<file path="src/rtl/pipe_ctrl_pkg.sv">
// Shared definitions for the pipeline controller: state encodings, stall vectors and bus widths.
package pipe_ctrl_pkg;

  localparam int unsigned RegBus = 32;
  localparam logic [RegBus-1:0] ZeroWord = '0;

  // Stall vector bits: 0 PC, 1 IF/ID, 2 ID/EX, 3 EX/MEM, 4 MEM/WB, 5 WB.
  localparam logic [5:0] StallNone = 6'b000000;
  localparam logic [5:0] StallId   = 6'b000111;
  localparam logic [5:0] StallEx   = 6'b001111;
  localparam logic [5:0] StallMem  = 6'b011111;

  typedef enum logic [1:0] {
    StRun    = 2'd0,
    StMstall = 2'd1,
    StFlush  = 2'd2
  } state_e;

endpackage

</file>
<file path="src/rtl/sat_counter32.sv">
// 32-bit event counter that sticks at all-ones instead of wrapping.
module sat_counter32 (
  input  logic        clk,
  input  logic        rst,
  input  logic        inc,
  output logic [31:0] count
);

  logic [31:0] count_q, count_d;

  always_comb begin
    count_d = count_q;
    if (inc && (count_q != 32'hFFFF_FFFF)) begin
      count_d = count_q + 32'd1;
    end
  end

  always_ff @(posedge clk) begin
    if (rst) begin
      count_q <= '0;
    end else begin
      count_q <= count_d;
    end
  end

  assign count = count_q;

endmodule

</file>
<file path="src/rtl/pipe_ctrl.sv">
// Pipeline hazard controller: prioritised stall/flush decode, memory-stall timeout and stall counter.
module pipe_ctrl
  import pipe_ctrl_pkg::*;
#(
  parameter int unsigned       TIMEOUT_CYCLES = 255,
  parameter logic [RegBus-1:0] EXC_VECTOR     = 32'h0000_0020,
  parameter logic [RegBus-1:0] ERET_TYPE      = 32'h0000_000e
) (
  input  logic              clk,
  input  logic              rst,
  input  logic              stallreq_id,
  input  logic              stallreq_ex,
  input  logic              stallreq_mem,
  input  logic [RegBus-1:0] excepttype_i,
  input  logic [RegBus-1:0] cp0_epc_i,
  output logic [5:0]        stall,
  output logic              flush,
  output logic [RegBus-1:0] new_pc,
  output logic              bus_abort,
  output logic [31:0]       stall_cnt
);

  localparam logic [7:0] TmoLast = 8'(TIMEOUT_CYCLES - 1);

  state_e     state_q, state_d;
  logic [7:0] tmo_q, tmo_d;
  logic       timeout;
  logic       exc;

  assign timeout = stallreq_mem && (tmo_q == TmoLast);
  assign exc     = (excepttype_i != ZeroWord);

  always_comb begin
    stall     = StallNone;
    flush     = 1'b0;
    new_pc    = ZeroWord;
    bus_abort = 1'b0;
    state_d   = StRun;
    tmo_d     = '0;
    if (rst) begin
      // Outputs stay quiet; registers are cleared by the state flops.
    end else if (timeout) begin
      flush     = 1'b1;
      new_pc    = EXC_VECTOR;
      bus_abort = 1'b1;
      state_d   = StFlush;
    end else if (exc) begin
      flush   = 1'b1;
      new_pc  = (excepttype_i == ERET_TYPE) ? cp0_epc_i : EXC_VECTOR;
      state_d = StFlush;
    end else if (stallreq_mem) begin
      stall   = StallMem;
      state_d = StMstall;
      // First stall cycle counts as one so the timeout fires on cycle TIMEOUT_CYCLES.
      tmo_d   = (state_q == StMstall) ? tmo_q + 8'd1 : 8'd1;
    end else if (stallreq_ex) begin
      stall = StallEx;
    end else if (stallreq_id) begin
      stall = StallId;
    end
  end

  always_ff @(posedge clk) begin
    if (rst) begin
      state_q <= StRun;
      tmo_q   <= '0;
    end else begin
      state_q <= state_d;
      tmo_q   <= tmo_d;
    end
  end

  sat_counter32 u_stall_cnt (
    .clk   (clk),
    .rst   (rst),
    .inc   (stall[0]),
    .count (stall_cnt)
  );

endmodule

</file>
<file path="config.mk">
export PLATFORM = sky130hd
export DESIGN_NAME = pipe_ctrl
export DESIGN_NICKNAME = d
export VERILOG_FILES = /design/src/rtl/pipe_ctrl_pkg.sv /design/src/rtl/sat_counter32.sv /design/src/rtl/pipe_ctrl.sv
export SDC_FILE = /design/constraint.sdc
export NUM_CORES = 1
export LEC_CHECK = 0
export CAP_MARGIN = 20
export CORE_AREA = 2 2 87 89
export CTS_CLUSTER_DIAMETER = 150
export DETAILED_ROUTE_END_ITERATION = 6
export DIE_AREA = 0 0 89 91
export PLACE_DENSITY = 0.77
export SETUP_SLACK_MARGIN = 0.1
export SYNTH_ARGS = -nofsm -noshare
export SYNTH_HDL_FRONTEND = slang
export SYNTH_SLANG_ARGS = --single-unit
</file>
<file path="constraint.sdc">
create_clock -name clk -period 2.2 [get_ports clk]
set_input_delay 0.22 -clock clk [delete_from_list [all_inputs] [get_ports clk]]
set_output_delay 0.22 -clock clk [all_outputs]
set_load 0.01 [all_outputs]
</file>
==> results.md, run 1 <==
- Top sig layer: met4
- LEAKAGE: 1.97 nW
- Most frequently used flop master after synthesis: dfxtp_1
- Peak Freq: 438 MHz
- Wire length on met1: 3310 um
- Share of the clock period used by the worst path after layout: 104%
- Endpoints failing setup: 34
- Count of maximum capacitance violations: 0
- Class of the tightest hold or removal check: register to register
- Worst-case clock buffer depth: 2
- Count of flip-flops with a built-in enable after synthesis: 0
- Number of rows created at floorplan: 31
- Maximum VDD drop: 0.199 mV
- DRC marker count from the first detailed-route iteration: 108
- Routed via count: 3052
- Critical R2R Launch: tmo_q[0]
- Cell area power density: 300 mW/mm^2
- Layout cells sized above 1: between 30% and 40%
- Maximum fanout encountered on the critical timing path: 6
- Worst hold slack: 0.515 ns
- Die boundary height: 91 um
- Total CTS buffers: 5
- Register-to-register setup slack: -0.09 ns
- Post-synthesis instance total: 303
- Antenna violations before repair: 0
- Clock transition at the register clock pins on the worst setup and hold paths after CTS: approximately 0.08 ns
- Launch point of the critical path: tmo_q[0]
- H-tree depth: 2
- Nets@finish: 570
- Cell accounting for the most synthesized area: dfxtp_1
- Hold-critical path depth: 2
- Violated checks: setup timing
- TritonRoute pass-1 iters: 4
- Largest net degree at the start of global routing: 23
- Crit path kind: register to register
- Starting density of the core: 34.5%
- Area share of the largest cell type after synthesis: 34.1%
- Critical Path Sink Type: register
- Async set-reset flop share out of synthesis: 0%
- Routed length on met2: 4820 um
- Yosys Warn Count: 0
- DRC: 0
- Run status: complete, but fails checks
- FF-to-FF End: u_stall_cnt.count[9]
- Number of cell instances on the worst register-to-register path: 12
- Port Buffers: 139
- Total gr overflow: 0
- Number of library cell types mapped by synthesis: a little over 40
- Syn_area_per_cell: 8.13 um^2
- Count of nets left with antenna violations after detail routing: 0
- Worst skew pair latency: 0.30 ns
- Placeable core area: 0.00714 mm^2
- Top Family by Delay on Critical Path: simple AND/OR/NAND/NOR gates
- Num Clock Sinks: 42
- Total routing usage reported by global routing: 22.0%
- Final WL: between 8000 and 9000 um
- Post-route minimum period: 2.29 ns
- Number of slew-limit violations in the final report: 0
- Post-route clock skew: between 0.004 and 0.005 ns
- Placed instance count: 568
- CTS tree: built
- Library cell with the highest instance count after synthesis: dfxtp_1
- HPWL reported at the end of detailed placement: 6390 um
- Top cells by area, synth: dfxtp_1, and2_1, nor2_1
- Post-route non-filler standard cell count: 598
- Required time at the worst-slack endpoint: 2.43 ns
- Cts-stage hold buffer count: 0
- End point of the critical path: u_stall_cnt.count[9]
- Root Buffer: clkbuf_8
- WP data arrival: 2.52 ns
- Number of register bits inferred by synthesis: 42
- Final hold violation count: 0
- Crit path max-delay cell type: or3_4
- Via/cell ratio: 5.10
- Worst setup margin: -0.0857 ns
- Ordered list of cells on the worst path: inv_2 > ha_2 > nand4_1 > nor2_4 > buf_4 > nor4_4 > buf_4 > buf_6 > nand4_4 > buf_6 > or3_4 > a21oi_2
- Growth of design area from synthesis to finish: 95.5%
- Vias in the first global route: 3109
- RSZ-0062 raised after global routing: true
- Mapped Nets: roughly 380
- First-pass GRT wire length: 14300 um
- Crit path launch type: register
- Gp weighted congestion: between 0.8 and 0.9
- Ranking of synthesized cells by instance count: dfxtp_1, and2_1, nor2_1, nand2_1, a21oi_1
- Mean routed wirelength per cell: 15.0 um
- Total die area: about 0.0081 mm^2
- Sequential area share after synthesis: 34.1%
- Die X: 89 um
- Total met3 wirelength after detailed routing: slightly below 700 um
- Netlist area before placement: 0.00246 mm^2
- Ant. Diodes: 0
- Buf+Inv Stages, Crit Path: 5
- Biggest cell delay along the critical path: approximately 0.38 ns
- Number of top-level pins: 141
- Crit. path cell count: 12
per-layer routing:
layer | up-vias | global-route usage (%)
met5 | - | 0
met4 | 0 | 4.73
met3 | 12 | 5.09
met2 | 130 | 41.0
met1 | 1440 | 24.8
li1 | 1470 | -
how the worst min path moves through the flow:
stage	start	endpoint
after floorplan	stallreq_mem	state_q[0]
after global placement	u_stall_cnt.count[23]	u_stall_cnt.count[23]
after detailed placement	u_stall_cnt.count[15]	u_stall_cnt.count[15]
after CTS	u_stall_cnt.count[23]	u_stall_cnt.count[23]
after global routing	u_stall_cnt.count[27]	u_stall_cnt.count[27]
final	u_stall_cnt.count[15]	u_stall_cnt.count[15]
sequential cells by signal (all words and copies together) (netlist names):
register	count
state_q	2
u_stall_cnt.count	32
tmo_q	8
stage by stage:
stage               setup TNS, ns  instance area, um^2  util (%)  power, mW  setup WS (ns)
global placement           -25.18                 4240      59.3      0.955         -0.551
floorplan                       0                 2480         -      0.810          0.122
CTS                        -0.545                 4700      65.9       1.45        -0.0446
global route                -5.61                 4820      67.5       1.50         -0.182
detailed placement         -28.61                 4240      59.3      0.958         -0.603
finish                      -1.52                 4820      67.5       1.44        -0.0857
report_power, final:
group          internal, mW  leakage (nW)  switching [mW]  total (mW)
registers             0.760         0.339        0.000256       0.760
clock network         0.253        0.0482           0.260       0.514
logic                 0.111          1.58          0.0597       0.170
total                  1.12          1.97           0.320        1.44
cell families (layout without fill, tap and decap cells):
family / Yosys count / in the layout / synth area share (%)
muxes: 2 / 2 / 0.863
and+or+nand+nor: 176 / 176 / 42.8
adders and majority gates: 3 / 3 / 1.52
DFF: 42 / 42 / 34.1
buffers and inverters: 21 / 217 / 4.77
other: 1 / 1 / 0.152
AOI/OAI and AO/OA: 40 / 40 / 9.34
xor gates and xnor gates: 18 / 18 / 6.40
placed cells by master (no fill, tap or decap), drive strengths merged, types with 6 or more instances in the layout:
| cell type | n |
|---|---|
| xnor2 | 7 |
| clkbuf | 8 |
| buf | 106 |
| and2 | 36 |
| inv | 6 |
| xor2 | 11 |
| dfxtp | 42 |
| o21ai | 11 |
| nand2 | 21 |
| and3 | 11 |
| clkdlybuf4s50 | 73 |
| nand4 | 16 |
| clkdlybuf4s15 | 9 |
| nor2 | 33 |
| nor4 | 9 |
| nand3 | 16 |
| or3 | 12 |
| dlygate4sd2 | 11 |
| nor3 | 7 |
| or4 | 7 |
| a21oi | 18 |
worst reg2reg max path: stages, from the launching register on:
cell	delay, ns
dfxtp_2	0.34
inv_2	0.04
ha_2	0.16
nand4_1	0.14
nor2_4	0.06
buf_4	0.14
nor4_4	0.26
buf_4	0.18
buf_6	0.11
nand4_4	0.11
buf_6	0.17
or3_4	0.38
a21oi_2	0.14
what timing repair did:
item	CTS	global route
pin swaps	65	21
buffers inserted	18	3
setup endpoints to repair	56	72
cloned	3	0
gates resized for setup	276	45
cell type report:
| class | count | area, um^2 |
|---|---|---|
| clock buffers | 7 | 86.3 |
| clock inverters | 1 | 5.00 |
| inverters | 6 | 22.5 |
| fillers | 580 | 2320 |
| flip-flops and latches | 42 | 842 |
| multi-input cells | 240 | 1750 |
| repair buffers | 203 | 1980 |
| well taps | 99 | 124 |
(Power assumes the default switching activity.)
==> inputs of run 2 (changes only) <==
- CELL_PAD_IN_SITES_DETAIL_PLACEMENT: unset -> 1
- CELL_PAD_IN_SITES_GLOBAL_PLACEMENT: unset -> 2
- CORE_AREA: 2 2 87 89 -> 2 2 121 123
- DIE_AREA: 0 0 89 91 -> 0 0 123 125
- PLACE_DENSITY: 0.77 -> unset
- PLACE_DENSITY_LB_ADDON: unset -> 0.1
==> run 2 against run 1 <==
The run still ends with setup timing left. Final cell count grew 18%. Count of clock-buffer cells in the layout shrank 2. Fmax is essentially flat. Routed wire length grew 20%. Clock skew grew 0.0021 ns. Sequential power is essentially flat. First-iteration DRC count shrank 48%. Worst setup slack lost 0.0010 ns. Core utilization shrank 30 points. Register-to-register slack gained 0.02 ns. Final area grew 9.7%. Largest cell class unchanged. Largest power group is now the clock network.
==> results.md, run 2 (synthesis gave the netlist of run 1 again) <==
- Layout cells sized above 1: 46.8%
- Placed standard-cell area: 0.00444 mm^2
- Post-route clock skew: roughly 0.0062 ns
- Critical Path Sink Type: output port
- Clock transition at the register clock pins on the worst setup and hold paths after CTS: 0.06 ns
- Final hold violation count: 0
- H-tree depth: 2
- Placeable core area: about 0.014 mm^2
- TritonRoute pass-1 iters: 4
- Share of the clock period used by the worst path after layout: 104%
- Post-route minimum period: 2.29 ns
- Mean routed wirelength per cell: around 15 um
- Starting density of the core: 17.4%
- Number of rows created at floorplan: 44
- Maximum fanout encountered on the critical timing path: 8
- WP data arrival: slightly above 2 ns
- First-pass GRT wire length: 16800 um
- Register-to-register setup slack: -0.07 ns
- End point of the most critical hold path: u_stall_cnt.count[27]
- Launch point of the critical path: tmo_q[0]
- Run status: complete, but fails checks
- Final WL: 10700 um
- Number of slew-limit violations in the final report: 0
- Commonest non-fill, non-tap cell in the layout: clkdlybuf4s50_1
- Number of fill cells: 1669
- Required time at the worst-slack endpoint: 1.98 ns
- Antenna violations before repair: 0
- Total die area: 0.0154 mm^2
- Routed via count: between 3000 and 4000
- Crit path launch type: register
- Worst setup margin: -0.0867 ns
- Gp weighted congestion: 0.703
- Endpoints failing setup: 38
- Multi-input gate area: 0.00187 mm^2
- Register area: roughly 840 um^2
- Buf+Inv Stages, Crit Path: 5
- Port Buffers: 139
- Post-Place Worst Slack: -0.644 ns
- CTS tree: built
- Total CTS buffers: 5
- Count of nets left with antenna violations after detail routing: 0
- DRC: 0
- Number of top-level pins: 141
- Design area: ~0.0053 mm^2
- Commonest non-fill, non-tap cells in the layout: clkdlybuf4s50_1, buf_4, buf_6
- Worst hold slack: about 0.51 ns
- Ordered list of cells on the worst path: inv_2 > ha_4 > nand4_1 > nor2_4 > nor3_4 > nor3b_4 > buf_4 > buf_6 > buf_12 > and2_4 > buf_6
- Maximum VDD drop: 0.259 mV
- Total gr overflow: 0
- DRC marker count from the first detailed-route iteration: between 50 and 60
- Die X: 123 um
- Number of cell instances on the worst register-to-register path: 12
- Hold path startpoint: u_stall_cnt.count[27]
- Vias in the first global route: 3359
- Largest net degree at the start of global routing: 34
- Biggest cell delay along the critical path: 0.33 ns
- Count of maximum capacitance violations: 0
- Hold-critical path depth: 2
- Final setup TNS: -2.35 ns
- Worst skew pair latency: 0.29 ns
- Class of the tightest hold or removal check: register to register
- Violated checks: setup timing
- CP most frequent cell: buf_6
- FF-to-FF End: u_stall_cnt.count[11]
- Number of flip-flops under the largest register name: 32
- Growth of design area from synthesis to finish: 115%
- Crit path kind: register to output port
- Cts-stage hold buffer count: 0
- Root Buffer: clkbuf_16
- Worst-case clock buffer depth: 2
- Cell area power density: 338 mW/mm^2
- Peak Freq: about 440 MHz
- Num Clock Sinks: 42
- LEAKAGE: 2.15 nW
- Nets@finish: 592
- Overall power after layout: between 1.5 and 2 mW
- Die boundary height: 125 um
- Total routing usage reported by global routing: between 10 and 15%
- Ant. Diodes: 0
- RSZ-0062 raised after global routing: true
- Crit path max-delay cell type: dfxtp_2
- HPWL reported at the end of detailed placement: a little under 8000 um
- Via/cell ratio: 4.42
- Critical R2R Launch: tmo_q[0]
- Top Family by Delay on Critical Path: simple AND/OR/NAND/NOR gates
==> run 2: changes by cell type in the layout (fill, tap and decap cells not counted), sizes merged, moves of 2 or more <==
cell	change
buf	+28
clkbuf	+2
clkdlybuf4s15	-6
clkdlybuf4s50	-4
==> run 2: area by class of cell <==
| type | instances | area share (%) |
|---|---|---|
| Clock buffer | 5 | 2.37 |
| Clock inverter | 3 | 0.757 |
| Sequential cell | 42 | 16.0 |
| Timing Repair Buffer | 225 | 40.8 |
| Multi-Input combinational cell | 240 | 35.4 |
| Tap cell | 184 | 4.35 |
| Inverter | 6 | 0.426 |
==> run 2: worst max-delay path by stage <==
stage,endpoint,slack [ns],cells after the start
after detailed placement,new_pc[6],-0.64,8
after global routing,u_stall_cnt.count[23],-0.21,12
after CTS,new_pc[9],-0.13,12
final,new_pc[25],-0.09,11
after floorplan,u_stall_cnt.count[1],0.12,8
after global placement,new_pc[6],-0.58,8
==> run 2: timing repair <==
action	in CTS	in global routing
endpoints found under the setup margin	65	72
cloned	3	0
buffers inserted	36	8
resized for setup	315	73
pin swaps	58	44
==> run 2: stage by stage <==
step,std cells,util [%]
after floorplan,303,-
after global placement,665,31.3
after detailed placement,665,31.3
after CTS,704,36.0
after global routing,705,37.2
final,705,37.2
==> run 2: power by group <==
part | total (mW) | internal [mW] | switching [mW]
Combinational | 0.174 | 0.109 | 0.0651
Clock | 0.854 | 0.532 | 0.322
Sequential | 0.761 | 0.761 | 0.000249
Total | 1.79 | 1.40 | 0.388
==> run 2: worst min-delay path, delay by kind of cell (launching register included) <==
| family | cells | cell delay [ns] |
|---|---|---|
| DFF | 1 | 0.34 |
| AOI/OAI and AO/OA | 2 | 0.12 |
==> run 2: metal layers <==
metal  GRT usage (%)  vias up  wire length (um)
met1            15.7     1488              4330
met2            24.2      112              5260
met4            3.81        0               126
met3            4.97        6              1020
li1                -     1510                 -
met5               0        -                 0
